$ cat config.mk
export PLATFORM = sky130hd
export DESIGN_NAME = rr_monitor_flat
export DESIGN_NICKNAME = d
export VERILOG_FILES = /design/src/rtl/rr_monitor_pkg.sv /design/src/rtl/rr_monitor_if.sv /design/src/rtl/rr_monitor_ref_lane.sv /design/src/rtl/rr_monitor.sv /design/src/flat_wrapper.sv
export SDC_FILE = /design/constraint.sdc
export NUM_CORES = 1
export LEC_CHECK = 0
export ABC_CLOCK_PERIOD_IN_PS = 18400
export BUFFER_PORTS_ARGS = -buffer_cell sky130_fd_sc_hd__buf_4
export CORE_UTILIZATION = 64
export CTS_BUF_LIST = sky130_fd_sc_hd__clkbuf_8
export CTS_CLUSTER_DIAMETER = 60
export DETAILED_ROUTE_END_ITERATION = 7
export HOLD_SLACK_MARGIN = 0.05
export PLACE_DENSITY = 0.87
export SLEW_MARGIN = 20
export SYNTH_ARGS = -nofsm -noshare
export SYNTH_HDL_FRONTEND = slang
export SYNTH_SLANG_ARGS = --single-unit
$ cat constraint.sdc
create_clock -name clk -period 18.4 [get_ports clk]
set_input_delay 0 -clock clk [delete_from_list [all_inputs] [get_ports clk]]
set_output_delay 0 -clock clk [all_outputs]
set_load 0.01 [all_outputs]
$ cat src/rtl/rr_monitor_pkg.sv
// rr_monitor_pkg: shared constants and types for the round-robin checker.
//   MODE_*       : operation selector values for the MODE parameter
//   CNT_W        : width of the saturating check/mismatch counters
//   lane_state_t : reference lane state
//   ceil_div     : integer ceiling division for elaboration-time sizing
package rr_monitor_pkg;

  localparam int unsigned MODE_ADD = 0;
  localparam int unsigned MODE_SUB = 1;
  localparam int unsigned MODE_MUL = 2;

  localparam int unsigned CNT_W = 32;

  typedef enum logic {
    LANE_IDLE = 1'b0,
    LANE_BUSY = 1'b1
  } lane_state_t;

  function automatic int unsigned ceil_div(input int unsigned n, input int unsigned d);
    return (n + d - 1) / d;
  endfunction

endpackage

$ cat src/rtl/rr_monitor_if.sv
// rr_monitor_if: transaction and result bundle for rr_monitor.
//   i_valid, i_dut_ia, i_dut_ib, i_dut_os : one DUT transaction per cycle
//   i_clear                              : synchronous clear of counters/capture
//   o_chk_valid, o_event                 : per-check pulse and mismatch flag
//   o_check_cnt, o_mismatch_cnt          : saturating counters
//   o_err_*                              : first-mismatch capture, present only
//                                          when RR_MONITOR_ERR_CAPTURE_EN is defined
// Modports: master drives transactions (bench / stimulus side),
//           slave is the monitor.
interface rr_monitor_if
  import rr_monitor_pkg::*;
#(
  parameter int unsigned WIDTH = 32
);

  logic             i_valid;
  logic [WIDTH-1:0] i_dut_ia;
  logic [WIDTH-1:0] i_dut_ib;
  logic [WIDTH-1:0] i_dut_os;
  logic             i_clear;

  logic             o_chk_valid;
  logic             o_event;
  logic [CNT_W-1:0] o_check_cnt;
  logic [CNT_W-1:0] o_mismatch_cnt;

`ifdef RR_MONITOR_ERR_CAPTURE_EN
  logic             o_err_valid;
  logic [WIDTH-1:0] o_err_a;
  logic [WIDTH-1:0] o_err_b;
  logic [WIDTH-1:0] o_err_dut;
  logic [WIDTH-1:0] o_err_ref;

  modport master (
    output i_valid, i_dut_ia, i_dut_ib, i_dut_os, i_clear,
    input  o_chk_valid, o_event, o_check_cnt, o_mismatch_cnt,
    input  o_err_valid, o_err_a, o_err_b, o_err_dut, o_err_ref
  );

  modport slave (
    input  i_valid, i_dut_ia, i_dut_ib, i_dut_os, i_clear,
    output o_chk_valid, o_event, o_check_cnt, o_mismatch_cnt,
    output o_err_valid, o_err_a, o_err_b, o_err_dut, o_err_ref
  );
`else
  modport master (
    output i_valid, i_dut_ia, i_dut_ib, i_dut_os, i_clear,
    input  o_chk_valid, o_event, o_check_cnt, o_mismatch_cnt
  );

  modport slave (
    input  i_valid, i_dut_ia, i_dut_ib, i_dut_os, i_clear,
    output o_chk_valid, o_event, o_check_cnt, o_mismatch_cnt
  );
`endif

endinterface

$ cat src/rtl/rr_monitor_ref_lane.sv
// ref_lane: one non-pipelined reference lane of rr_monitor.
//   clk, reset        : clock, asynchronous active-high reset
//   i_load            : capture i_a/i_b/i_os and start a LATENCY-cycle computation
//   o_done            : one-cycle pulse, registered, LATENCY edges after the load
//   o_mismatch        : reference result differs from stored DUT result (with o_done)
//   o_ref,o_a,o_b,o_os: result/operands of the completed transaction; present only
//                       when RR_MONITOR_ERR_CAPTURE_EN is defined
// Multiply is shift-add, CHUNK multiplier bits per cycle, so the product is
// complete after exactly LATENCY steps. Add/subtract are formed on the last step.
module ref_lane
  import rr_monitor_pkg::*;
#(
  parameter int unsigned WIDTH   = 32,
  parameter int unsigned LATENCY = 4,
  parameter int unsigned MODE    = MODE_ADD
) (
  input  logic             clk,
  input  logic             reset,
  input  logic             i_load,
  input  logic [WIDTH-1:0] i_a,
  input  logic [WIDTH-1:0] i_b,
  input  logic [WIDTH-1:0] i_os,
  output logic             o_done,
  output logic             o_mismatch
`ifdef RR_MONITOR_ERR_CAPTURE_EN
  ,
  output logic [WIDTH-1:0] o_ref,
  output logic [WIDTH-1:0] o_a,
  output logic [WIDTH-1:0] o_b,
  output logic [WIDTH-1:0] o_os
`endif
);

  localparam int unsigned CHUNK = ceil_div(WIDTH, LATENCY);
  localparam int unsigned CW    = (LATENCY > 1) ? $clog2(LATENCY) : 1;

  lane_state_t      state_q;
  logic [CW-1:0]    cnt_q;
  logic [WIDTH-1:0] a_q, b_q, os_q, acc_q;

  logic [WIDTH-1:0] acc_next, ref_final, a_bits, b_bits;
  int unsigned      base;

  // Step index runs 0..LATENCY-1 while cnt_q counts LATENCY-1..0.
  always_comb begin
    base     = (LATENCY - 1 - 32'(cnt_q)) * CHUNK;
    a_bits   = a_q << base;
    b_bits   = b_q >> base;
    acc_next = acc_q;
    for (int unsigned j = 0; j < CHUNK; j++) begin
      if (b_bits[0]) acc_next = acc_next + a_bits;
      a_bits = a_bits << 1;
      b_bits = b_bits >> 1;
    end
    case (MODE)
      MODE_ADD: ref_final = a_q + b_q;
      MODE_SUB: ref_final = a_q - b_q;
      default:  ref_final = acc_next;
    endcase
  end

  // A reload may land on the finishing edge (pointer wrapped back here);
  // the finished result is latched into the output registers first so the
  // new operands can overwrite a_q/b_q/os_q on the same edge.
  always_ff @(posedge clk or posedge reset) begin
    if (reset) begin
      state_q    <= LANE_IDLE;
      cnt_q      <= '0;
      a_q        <= '0;
      b_q        <= '0;
      os_q       <= '0;
      acc_q      <= '0;
      o_done     <= 1'b0;
      o_mismatch <= 1'b0;
`ifdef RR_MONITOR_ERR_CAPTURE_EN
      o_ref      <= '0;
      o_a        <= '0;
      o_b        <= '0;
      o_os       <= '0;
`endif
    end else begin
      o_done <= 1'b0;
      if (state_q == LANE_BUSY) begin
        if (cnt_q == '0) begin
          o_done     <= 1'b1;
          o_mismatch <= (ref_final != os_q);
`ifdef RR_MONITOR_ERR_CAPTURE_EN
          o_ref      <= ref_final;
          o_a        <= a_q;
          o_b        <= b_q;
          o_os       <= os_q;
`endif
          state_q    <= LANE_IDLE;
        end else begin
          cnt_q <= cnt_q - 1'b1;
          acc_q <= acc_next;
        end
      end
      if (i_load) begin
        state_q <= LANE_BUSY;
        cnt_q   <= CW'(LATENCY - 1);
        acc_q   <= '0;
        a_q     <= i_a;
        b_q     <= i_b;
        os_q    <= i_os;
      end
    end
  end

endmodule

$ cat src/rtl/rr_monitor.sv
// rr_monitor: round-robin arithmetic result checker.
//   clk, reset : clock, asynchronous active-high reset
//   mon        : rr_monitor_if.slave (transactions in; pulse, flag, counters out)
// Parameters: WIDTH (8..64), NUM_SUB_MON (2..16), REF_LATENCY (1..NUM_SUB_MON),
//             MODE (0 add, 1 subtract, 2 multiply low half).
// Each valid transaction is dealt to the lane named by a one-hot pointer; the
// pointer advances only on valid cycles. Lanes share one latency so at most one
// completes per cycle and completions come out in input order.
// Optional first-mismatch capture: define RR_MONITOR_ERR_CAPTURE_EN.
module rr_monitor
  import rr_monitor_pkg::*;
#(
  parameter int unsigned WIDTH       = 32,
  parameter int unsigned NUM_SUB_MON = 4,
  parameter int unsigned REF_LATENCY = 4,
  parameter int unsigned MODE        = 0
) (
  input logic         clk,
  input logic         reset,
  rr_monitor_if.slave mon
);

  if (WIDTH < 8 || WIDTH > 64) begin : g_bad_width
    $error("rr_monitor: WIDTH out of range 8..64");
  end
  if (NUM_SUB_MON < 2 || NUM_SUB_MON > 16) begin : g_bad_lanes
    $error("rr_monitor: NUM_SUB_MON out of range 2..16");
  end
  if (REF_LATENCY < 1 || REF_LATENCY > NUM_SUB_MON) begin : g_bad_latency
    $error("rr_monitor: REF_LATENCY must be 1..NUM_SUB_MON");
  end
  if (MODE > MODE_MUL) begin : g_bad_mode
    $error("rr_monitor: MODE must be 0, 1 or 2");
  end

  logic [NUM_SUB_MON-1:0] ptr_q;
  logic [NUM_SUB_MON-1:0] lane_done;
  logic [NUM_SUB_MON-1:0] lane_mis;

  logic             chk_valid_q;
  logic             event_q;
  logic [CNT_W-1:0] check_cnt_q;
  logic [CNT_W-1:0] mis_cnt_q;

  logic any_done;
  logic sel_mis;

`ifdef RR_MONITOR_ERR_CAPTURE_EN
  logic [WIDTH-1:0] lane_ref [NUM_SUB_MON];
  logic [WIDTH-1:0] lane_a   [NUM_SUB_MON];
  logic [WIDTH-1:0] lane_b   [NUM_SUB_MON];
  logic [WIDTH-1:0] lane_os  [NUM_SUB_MON];
  logic [WIDTH-1:0] sel_ref, sel_a, sel_b, sel_os;
  logic             err_valid_q;
  logic [WIDTH-1:0] err_a_q, err_b_q, err_dut_q, err_ref_q;
`endif

  for (genvar g = 0; g < NUM_SUB_MON; g++) begin : g_lane
    ref_lane #(
      .WIDTH   (WIDTH),
      .LATENCY (REF_LATENCY),
      .MODE    (MODE)
    ) u_lane (
      .clk        (clk),
      .reset      (reset),
      .i_load     (mon.i_valid & ptr_q[g]),
      .i_a        (mon.i_dut_ia),
      .i_b        (mon.i_dut_ib),
      .i_os       (mon.i_dut_os),
      .o_done     (lane_done[g]),
      .o_mismatch (lane_mis[g])
`ifdef RR_MONITOR_ERR_CAPTURE_EN
      ,
      .o_ref      (lane_ref[g]),
      .o_a        (lane_a[g]),
      .o_b        (lane_b[g]),
      .o_os       (lane_os[g])
`endif
    );
  end

  // At most one lane is done per cycle, so an AND-OR mux is sufficient.
  always_comb begin
    any_done = |lane_done;
    sel_mis  = 1'b0;
`ifdef RR_MONITOR_ERR_CAPTURE_EN
    sel_ref  = '0;
    sel_a    = '0;
    sel_b    = '0;
    sel_os   = '0;
`endif
    for (int unsigned i = 0; i < NUM_SUB_MON; i++) begin
      if (lane_done[i]) begin
        sel_mis = sel_mis | lane_mis[i];
`ifdef RR_MONITOR_ERR_CAPTURE_EN
        sel_ref = sel_ref | lane_ref[i];
        sel_a   = sel_a   | lane_a[i];
        sel_b   = sel_b   | lane_b[i];
        sel_os  = sel_os  | lane_os[i];
`endif
      end
    end
  end

  always_ff @(posedge clk or posedge reset) begin
    if (reset) begin
      ptr_q <= NUM_SUB_MON'(1);
    end else if (mon.i_valid) begin
      ptr_q <= {ptr_q[NUM_SUB_MON-2:0], ptr_q[NUM_SUB_MON-1]};
    end
  end

  always_ff @(posedge clk or posedge reset) begin
    if (reset) begin
      chk_valid_q <= 1'b0;
      event_q     <= 1'b0;
    end else begin
      chk_valid_q <= any_done;
      event_q     <= any_done & sel_mis;
    end
  end

  // Clear has priority over a completing check on the same edge.
  always_ff @(posedge clk or posedge reset) begin
    if (reset) begin
      check_cnt_q <= '0;
      mis_cnt_q   <= '0;
    end else if (mon.i_clear) begin
      check_cnt_q <= '0;
      mis_cnt_q   <= '0;
    end else if (any_done) begin
      if (check_cnt_q != '1) check_cnt_q <= check_cnt_q + 1'b1;
      if (sel_mis && mis_cnt_q != '1) mis_cnt_q <= mis_cnt_q + 1'b1;
    end
  end

`ifdef RR_MONITOR_ERR_CAPTURE_EN
  always_ff @(posedge clk or posedge reset) begin
    if (reset) begin
      err_valid_q <= 1'b0;
      err_a_q     <= '0;
      err_b_q     <= '0;
      err_dut_q   <= '0;
      err_ref_q   <= '0;
    end else if (mon.i_clear) begin
      err_valid_q <= 1'b0;
      err_a_q     <= '0;
      err_b_q     <= '0;
      err_dut_q   <= '0;
      err_ref_q   <= '0;
    end else if (any_done && sel_mis && !err_valid_q) begin
      err_valid_q <= 1'b1;
      err_a_q     <= sel_a;
      err_b_q     <= sel_b;
      err_dut_q   <= sel_os;
      err_ref_q   <= sel_ref;
    end
  end

  assign mon.o_err_valid = err_valid_q;
  assign mon.o_err_a     = err_a_q;
  assign mon.o_err_b     = err_b_q;
  assign mon.o_err_dut   = err_dut_q;
  assign mon.o_err_ref   = err_ref_q;
`endif

  assign mon.o_chk_valid    = chk_valid_q;
  assign mon.o_event        = event_q;
  assign mon.o_check_cnt    = check_cnt_q;
  assign mon.o_mismatch_cnt = mis_cnt_q;

endmodule

$ cat src/flat_wrapper.sv
// flat-port wrapper written by rule: the top's interface ports become plain ports
module rr_monitor_flat import rr_monitor_pkg::*;
#(
  parameter int unsigned WIDTH       = 32,
  parameter int unsigned NUM_SUB_MON = 4,
  parameter int unsigned REF_LATENCY = 4,
  parameter int unsigned MODE        = 0
)
  (clk, reset, mon_i_valid, mon_i_dut_ia, mon_i_dut_ib, mon_i_dut_os, mon_i_clear, mon_o_chk_valid, mon_o_event, mon_o_check_cnt, mon_o_mismatch_cnt);
  rr_monitor_if #(.WIDTH(WIDTH)) mon_i ();
  input logic clk;
  input logic reset;
  input wire logic [$bits(mon_i.i_valid)-1:0] mon_i_valid;
  input wire logic [$bits(mon_i.i_dut_ia)-1:0] mon_i_dut_ia;
  input wire logic [$bits(mon_i.i_dut_ib)-1:0] mon_i_dut_ib;
  input wire logic [$bits(mon_i.i_dut_os)-1:0] mon_i_dut_os;
  input wire logic [$bits(mon_i.i_clear)-1:0] mon_i_clear;
  output wire logic [$bits(mon_i.o_chk_valid)-1:0] mon_o_chk_valid;
  output wire logic [$bits(mon_i.o_event)-1:0] mon_o_event;
  output wire logic [$bits(mon_i.o_check_cnt)-1:0] mon_o_check_cnt;
  output wire logic [$bits(mon_i.o_mismatch_cnt)-1:0] mon_o_mismatch_cnt;
  assign mon_i.i_valid = mon_i_valid;
  assign mon_i.i_dut_ia = mon_i_dut_ia;
  assign mon_i.i_dut_ib = mon_i_dut_ib;
  assign mon_i.i_dut_os = mon_i_dut_os;
  assign mon_i.i_clear = mon_i_clear;
  assign mon_o_chk_valid = mon_i.o_chk_valid;
  assign mon_o_event = mon_i.o_event;
  assign mon_o_check_cnt = mon_i.o_check_cnt;
  assign mon_o_mismatch_cnt = mon_i.o_mismatch_cnt;
  rr_monitor #(.WIDTH(WIDTH), .NUM_SUB_MON(NUM_SUB_MON), .REF_LATENCY(REF_LATENCY), .MODE(MODE)) u_core (.clk(clk), .reset(reset), .mon(mon_i));
endmodule
Word-level counts from Yosys, hierarchy flattened

Cells that the tools add are included.

Register bits: 474
Input port bits: 100
Output and inout port bits: 66
Logic and storage cells: 126

Add/subtract/negate cells: 10
Eq/ne operators: 10
Mux-type cells: 42
Bitwise logic cells: 8
Reduce and logical (&&, ||, !) cells: 23

Operator list:

| kind                    | count |
|---|---|
| $mux W32                | 6 |
| $add A32 B32 Y32        | 4 |
| $ne A32 B32 Y1          | 4 |
| $add A32 B1 Y32 const B | 2 |
| $ne A32 B32 Y1 const B  | 2 |
| $mux W1                 | 24 |
| $mux W2                 | 12 |
| $reduce_and A2 Y1       | 10 |
| $reduce_bool A2 Y1      | 7 |
| $logic_not A2 Y1        | 4 |
| $ne A2 B2 Y1 const B    | 4 |
| $sub A2 B1 Y2 const B   | 4 |
| $and A1 B1 Y1           | 5 |
| $reduce_or A4 Y1        | 1 |
| $or A1 B1 Y1            | 3 |
| $logic_and A1 B1 Y1     | 1 |

Logic depth before layout (Yosys ltp)

Gate-level depths: netlist (run 1).

Depth in word-level cells: 11
Mapped depth: 12
Mapped depth without buffers: 12

By module

Synthesis (run 1) repeated with hierarchy kept, for this count alone.

Cell total of the unflattened synthesis: 2785
Area, all modules: 29027.8 µm²

By module, submodules not included:

| module                                  | times used | cells each | area each (µm²) | sequential area each (µm²) |
|---|---|---|---|---|
| ref_lane at u_core.g_lane[1].u_lane ... | 2          | 603        | 6342.3          | 2527.4 |
| ref_lane at u_core.g_lane[3].u_lane     | 1          | 594        | 6318.6          | 2527.4 |
| ref_lane at u_core.g_lane[0].u_lane     | 1          | 570        | 6135.9          | 2527.4 |
| rr_monitor                              | 1          | 415        | 3888.7          | 1752.9 |

Worst setup path before layout (run 1)

Ideal clock, no wire load.

Path type: register to register
From: register u_core.g_lane[2].u_lane.a_q[0]
To: register u_core.g_lane[2].u_lane.o_mismatch
Setup time: 0.126 ns
Arrival time: 3.069 ns
Data required time: 18.274 ns
Slack: 15.205 ns
Stages on the path, launching flop included: 13
Path buffers: 0
Clock period less this slack: 3.195 ns
Path through: dfrtp_1 ha_1 fa_1 a211o_1 a21o_1 a21o_1 xor2_1 mux2i_1 nand3_1 or4_1 nor4_2 nand4_1 o32a_1

Longest elaborated chain between the ends: 2

RTL lines:

| item                   | line                       | RTL |
|---|---|---|
| from (decl)            | rr_monitor_ref_lane.sv:39  | `logic [WIDTH-1:0] a_q, b_q, os_q, acc_q;` |
| from (signal assigned) | rr_monitor_ref_lane.sv:103 | `a_q <= i_a;` |
| $add A32 B32 Y32       | rr_monitor_ref_lane.sv:56  | `MODE_ADD: ref_final = a_q + b_q;` |
| $ne A32 B32 Y1         | rr_monitor_ref_lane.sv:86  | `o_mismatch <= (ref_final != os_q);` |
| to (signal assigned)   | rr_monitor_ref_lane.sv:86  |  |
| to (decl)              | rr_monitor_ref_lane.sv:24  | `output logic o_mismatch` |

No other way between the ends.
A chain may end at the register's enable or synchronous reset.

Worst setup path in the final report (run 1)

Ends and elaborated chain as after synthesis.

==> impl_metrics.ini, run 1 <==
[outcome]
status = finished, final reports clean

[run]
maxCapViolations = 0

[detailed_routing]
wl_um = 102200
avgRoutedWirePerCell_um = 29.10
firstDrtPassIters = 7
drc_errors = 0
avgViaCountPerCell = 6.946
vias = 24400
drt_iter0_drc = 3102
ant_nets = 0

[setup_path]
regToRegStartpoint = u_core.g_lane[2].u_lane.a_q[0]
end_kind = flop
cp_common_cell = a21o_1
ff2ff_path_depth = 12
cp_num_cells = 12
slowest_delay_ns = 0.53
regToRegSetupSlack_ns = 14.68
worstSetupPathType = flop to flop
crit_required_ns = 18.95
timing.rr.end = u_core.g_lane[2].u_lane.o_mismatch
critPathMaxFanout = 3
critical_path.startpoint_type = flop
worstPathCellList = ha_1, fa_1, a211o_1, a21o_1, a21o_1, xor2_1, mux2i_1, nand3_1, or4_1, nor4_2, nand4_1, o32a_1
slowest_stage = or4_1
cp.arrival_ns = 4.27
path_buf_inv = 0
critical_path.top_delay_family = compound AO/OA/AOI/OAI gates

[timing]
hold_viol_final = 0
whs_ns = 0.02877
setup_viol = 0
tightestPinTransition_ns = 1.019
setup_tns_ns = 0
setup_ws_ns = 14.68
fin_crit_sh = 0.2023
max_freq_ghz = 0.2686
layout_min_cycle_time_ns = 3.723
rsz0062_at_grt = no
relSlewSlack = 0.3143
finClkSkew_ns = 0.03430
finalMaxSlewViolations = 0

[final_layout]
area_growth_pct = 15.46
fill_cells = 2685
design_area_sq_um = 31820
drive_gt1_frac = 0.2400
nNetsFinal = 3128

[yosys]
yosysSeqAreaShare = 0.4304
netlist_area_sq_um = 27560
ys.flop_type = dfrtp_1
ys_ff_latch = 474
synthCells = 2636
syn_area_per_cell_sq_um = 10.46
syn-num-nets = 2870
synth_edf_count = 0
yosys.cell_types.count = 82
yosys_warnings = 0
synth.area.top_cells = dfrtp_1 (43%), mux2_2 (16%), ha_1 (5.9%)
async_reset_ff_frac = 1.000
synth_top_area_cell = dfrtp_1
synth_top_area_share = 0.4294

[floorplan]
fp.dieH_um = 209.5
placementRows = 75
initial_utilization = 0.6527
die-width_um = 209.5
io_pins = 166
coreArea_sq_um = 42230
dieArea_sq_um = 43900

[clock_network]
cts_tree = yes
h-tree-depth = 3
cts_hold_buffers = 99
cts_buffers = 78
cts.sinks = 474
cts_setup_buffers = 0
insertion_delay_ns = 0.69
cts_root_buf = clkbuf_8
clk_pin_slew_ns = 0.07
cts_resized = 0
clockBufferDepth = 3

[pwr]
p_per_area_nw_per_um2 = 232.6
vdd_drop_max_uv = 152.0
p_seq_frac = 0.245
finalPower_uw = 7401
leakagePower_uw = 0.01398
p_int_uw = 3736
swShare = 0.4952
comb_power_share = 0.627
power.switching_uw = 3665
p_clk_frac = 0.128

[global_route]
grt_pass1_vias = 24090
antenna_found_initial = 18
grt_max_degree = 163
grt-ovfl-total = 0
grt_use_total = 0.4677
grt_first_pass_wirelength_um = 151400

[place]
dp_worst_setup_slack_ns = 14.88
io_buffers = 165
placed_area_sq_um = 29230
hpwl_um = 69540
globalplace.congestion = 1.012

[min_path]
hold_path_class = primary input to asynchronous set/reset pin
[worst max-delay path by stage]
stage                                     from                                  to  slack, ns
4_1_cts         u_core.g_lane[2].u_lane.a_q[0]  u_core.g_lane[2].u_lane.o_mismatch      14.84
2_1_floorplan                            reset      u_core.g_lane[0].u_lane.a_q[0]       5.18
6_report        u_core.g_lane[2].u_lane.a_q[0]  u_core.g_lane[2].u_lane.o_mismatch      14.68
3_3_place_gp   u_core.g_lane[0].u_lane.a_q[20]  u_core.g_lane[0].u_lane.o_mismatch      14.91
5_1_grt        u_core.g_lane[2].u_lane.a_q[22]  u_core.g_lane[2].u_lane.o_mismatch      14.56
3_5_place_dp    u_core.g_lane[2].u_lane.a_q[0]  u_core.g_lane[2].u_lane.o_mismatch      14.88
[cell usage after synthesis, types with 20 or more instances]
cell type    n
a21o_1      42
nand2_1    188
or3_1       20
nor3_1      54
ha_1       130
nand4_1     54
and3_1      31
a31oi_1     25
o21ai_0    108
clkbuf_1    86
xnor2_1    116
xor2_1      99
nand3_1     85
mux2_2     387
dfrtp_1    473
nor2b_1     28
a21oi_1    159
nor2_1     188
inv_1       50
[per-stage QoR]
step / instances / util
finish: 3512 / 0.7536
global route: 3497 / 0.7527
CTS: 3493 / 0.7522
detailed placement: 3254 / 0.6921
global placement: 3254 / 0.6921
floorplan: 2636 / -
[cell families after synthesis]
family	synth area share
simple gates	0.1282
compound gates	0.1252
flops	0.4304
mux	0.1651
xor+xnor	0.06914
buf+inv	0.02016
fa+ha+maj	0.06192
[state kept, by name, summed over array words and instances (netlist names), 4 cells and up]
register                         cells
u_core.g_lane.u_lane.a_q           128
u_core.g_lane.u_lane.b_q           128
u_core.g_lane.u_lane.cnt_q           8
u_core.g_lane.u_lane.o_done          4
u_core.g_lane.u_lane.o_mismatch      4
u_core.g_lane.u_lane.os_q          128
u_core.g_lane.u_lane.state_q         4
u_core.mon.o_check_cnt              32
u_core.mon.o_mismatch_cnt           32
u_core.ptr_q                         4
[cell type report]
| class | instances | area, sq um | area share |
|---|---|---|---|
| tap | 539 | 674.4 | 0.02119 |
| clock buffer | 94 | 1294 | 0.04065 |
| sequential | 474 | 11860 | 0.3728 |
| multi-input combinational | 2017 | 15170 | 0.4768 |
| inverter | 50 | 195.2 | 0.006133 |
| timing repair buffer | 273 | 2321 | 0.07293 |
| clock inverter | 46 | 255.2 | 0.008020 |
| antenna | 19 | 47.55 | 0.001494 |
[power groups by stage]
| stage | registers [uW] | clock network (uW) | logic, uW |
|---|---|---|---|
| after floorplan | 1680 | 0 | 3170 |
| after global placement | 1750 | 0 | 4320 |
| after detailed placement | 1790 | 0 | 4360 |
| after CTS | 1780 | 940 | 4430 |
| after global routing | 1840 | 991 | 4910 |
| final | 1810 | 950 | 4640 |
[cell usage in the layout, fill, tap and decap left out, types with 54 or more instances in the layout]
master,n
nand2_1,184
xor2_1,99
clkbuf_8,94
dlygate4sd3_1,99
xnor2_1,116
nand4_1,54
inv_1,79
mux2_2,387
ha_1,130
a21oi_1,159
buf_4,170
nor2_1,188
nor3_1,54
dfrtp_1,473
nand3_1,85
o21ai_0,108
[tightest hold or removal path, delay by kind of cell]
kind / cells / cell delay, ns
buffers and inverters: 3 / 1.22
[per-layer routing]
layer / GRT usage / vias to the layer above / share of wire
li1: - / 10180 / -
met1: 0.5935 / 11990 / 0.38
met2: 0.6920 / 1771 / 0.44
met3: 0.1181 / 441 / 0.11
met4: 0.3551 / 16 / 0.081
met5: 0 / - / 0.0011
(Power assumes the default switching activity.)
==> run 2: changes to the inputs <==
--- a/config.mk
+++ b/config.mk
@@ -5,14 +5,14 @@
 export SDC_FILE = /design/constraint.sdc
 export NUM_CORES = 1
 export LEC_CHECK = 0
-export ABC_CLOCK_PERIOD_IN_PS = 18400
+export ABC_CLOCK_PERIOD_IN_PS = 3300
 export BUFFER_PORTS_ARGS = -buffer_cell sky130_fd_sc_hd__buf_4
-export CORE_UTILIZATION = 64
+export CORE_UTILIZATION = 58
 export CTS_BUF_LIST = sky130_fd_sc_hd__clkbuf_8
 export CTS_CLUSTER_DIAMETER = 60
 export DETAILED_ROUTE_END_ITERATION = 7
 export HOLD_SLACK_MARGIN = 0.05
-export PLACE_DENSITY = 0.87
+export PLACE_DENSITY = 0.84
 export SLEW_MARGIN = 20
 export SYNTH_ARGS = -nofsm -noshare
 export SYNTH_HDL_FRONTEND = slang
==> constraint.sdc (replaced) <==
create_clock -name clk -period 3.3 [get_ports clk]
set_input_delay 0 -clock clk [delete_from_list [all_inputs] [get_ports clk]]
set_output_delay 0 -clock clk [all_outputs]
set_load 0.01 [all_outputs]
==> impl_metrics.ini, run 2 (synthesized netlist as in run 1, its figures left out) <==
[outcome]
status = finished, violations left
violations = design-rule violations, negative setup slack

[detailed_routing]
drc_errors = 40
avgViaCountPerCell = 6.435
drt_iter0_drc = 2258
ant_nets = 0
firstDrtPassIters = 8
vias = 23800
wl_um = 96800
avgRoutedWirePerCell_um = 26.17

[timing]
max_freq_ghz = 0.2946
hold_viol_final = 0
rsz0062_at_grt = yes
fin_crit_sh = 1.029
finalMaxSlewViolations = 0
relSlewSlack = 0.3837
tightestPinTransition_ns = 0.9244
setup_ws_ns = -0.09459
setup_viol = 3
finClkSkew_ns = 0.03826
layout_min_cycle_time_ns = 3.395
whs_ns = 0.1221

[min_path]
hold_path_class = primary input to flop

[setup_path]
worstSetupPathType = flop to flop
crit_required_ns = 3.87
slowest_stage = fa_1
cp.arrival_ns = 3.96
critPathMaxFanout = 3
slowest_delay_ns = 0.44
critical_path.startpoint_type = flop
end_kind = flop
worstPathCellList = ha_1, fa_1, a21o_1, a31o_2, a211o_1, a21oi_1, o2bb2ai_1, nor2_1, o21ai_1, mux2i_1, a2111oi_2, a2bb2oi_1

[final_layout]
stdcell_count = 3698
multi_input_area_sq_um = 15350
drive_gt1_frac = 0.2831
area_growth_pct = 20.64
layout_common_cells = dfrtp_1 (473), mux2_2 (387), buf_4 (291), nor2_1 (188), nand2_1 (184)
nNetsFinal = 3257
ff_latch_area_sq_um = 11860
fill_cells = 3307
layout_commonest_cell = dfrtp_1
fin_util = 0.7112
reg_top3 = u_core.g_lane.u_lane.a_q x128, u_core.g_lane.u_lane.b_q x128, u_core.g_lane.u_lane.os_q x128

[place]
io_buffers = 165
globalplace.congestion = 1.021
place_inst = 3441
hpwl_um = 69200

[floorplan]
io_pins = 166
fp.dieH_um = 220.0
initial_utilization = 0.5895
dieArea_sq_um = 48400
coreArea_sq_um = 46750
placementRows = 79
die-width_um = 220.0

[clock_network]
cts.sinks = 474
insertion_delay_ns = 0.71
h-tree-depth = 3
cts_buffers = 79
clockBufferDepth = 3
cts_tree = yes
clk_pin_slew_ns = 0.07
cts_root_buf = clkbuf_8

[global_route]
grt-ovfl-total = 0
grt_max_degree = 137
grt_first_pass_wirelength_um = 143500
antenna_found_initial = 10
grt_pass1_vias = 23680
grt_use_total = 0.4035

[pwr]
p_per_area_nw_per_um2 = 1294
leakagePower_uw = 0.01469
vdd_drop_max_uv = 850.0

[run]
maxCapViolations = 0
## run 2: cell types whose count changed in the layout (fill, tap and decap cells not counted), moves of 6 or more
cell / delta
a2111oi_0: -6
buf_12: +9
buf_4: +121
clkbuf_8: +7
diode_2: -12
inv_1: -8
## run 2: layer usage
| metal | share of wire | GRT usage | routed length, um |
|---|---|---|---|
| met5 | 0.00012 | 0 | 12 |
| met4 | 0.075 | 0.2786 | 7213 |
| met3 | 0.085 | 0.08199 | 8244 |
| met2 | 0.45 | 0.6189 | 43220 |
| met1 | 0.39 | 0.5131 | 38100 |
## run 2: layout make-up
type / count / area share
clock buffers: 101 / 0.04181
diodes: 7 / 0.0005268
multi-input cells: 2017 / 0.4616
well taps: 607 / 0.02284
clock inverters: 41 / 0.008918
repair buffers: 401 / 0.1018
flip-flops and latches: 474 / 0.3568
inverters: 50 / 0.005757
## run 2: through the flow
step	TNS, ns	power [uW]	area [sq um]	setup WS (ns)
floorplan	-1477.09	27020	27570	-3.120
global placement	-0.2899	35290	30310	-0.1413
detailed placement	-0.8539	35750	30310	-0.2669
CTS	-0.1210	41920	33130	-0.05343
global route	-0.7290	45440	33230	-0.2221
finish	-0.1912	43010	33250	-0.09459
## run 2: final timing paths
| kind | startpoint | to | slack (ns) | cells past startpoint |
|---|---|---|---|---|
| worst max-delay path | u_core.g_lane[0].u_lane.a_q[0] | u_core.g_lane[0].u_lane.o_mismatch | -0.09 | 12 |
| worst min register to register | u_core.g_lane[0].u_lane.a_q[16] | u_core.g_lane[0].u_lane.a_q[16] | 0.51 | 1 |
| worst min-delay path | mon_i_dut_ib[31] | u_core.g_lane[1].u_lane.b_q[31] | 0.12 | 3 |
| max in group asynchronous | reset | u_core.ptr_q[3] | 1.48 | 5 |
| min in group asynchronous | reset | u_core.g_lane[2].u_lane.a_q[24] | 0.60 | 4 |
| worst max register to register | u_core.g_lane[0].u_lane.a_q[0] | u_core.g_lane[0].u_lane.o_mismatch | -0.09 | 12 |
## run 2: critical path: cells and delay by family (launching register included)
kind                     cells  cell delay [ns]
AO/OA/AOI/OAI                8             1.98
adder cells (fa/ha/maj)      2             0.70
flip-flops                   1             0.41
multiplexers                 1             0.12
AND/OR/NAND/NOR              1             0.07
## run 2: what timing repair did
action / in CTS / in global routing
endpoints found under the hold margin: 650 / 0
pin swaps: 16 / 12
setup buffers: 5 / 3
hold buffers: 100 / 0
setup endpoints to repair: 4 / 4
gates resized for setup: 22 / 18
gates cloned: 0 / 0
## run 2: power breakdown
| group | internal, uW | switching [uW] | total (uW) |
|---|---|---|---|
| clock | 3020 | 2590 | 5600 |
| combinational | 11600 | 15800 | 27300 |
| sequential | 8190 | 1870 | 10100 |
| total | 22800 | 20300 | 43000 |
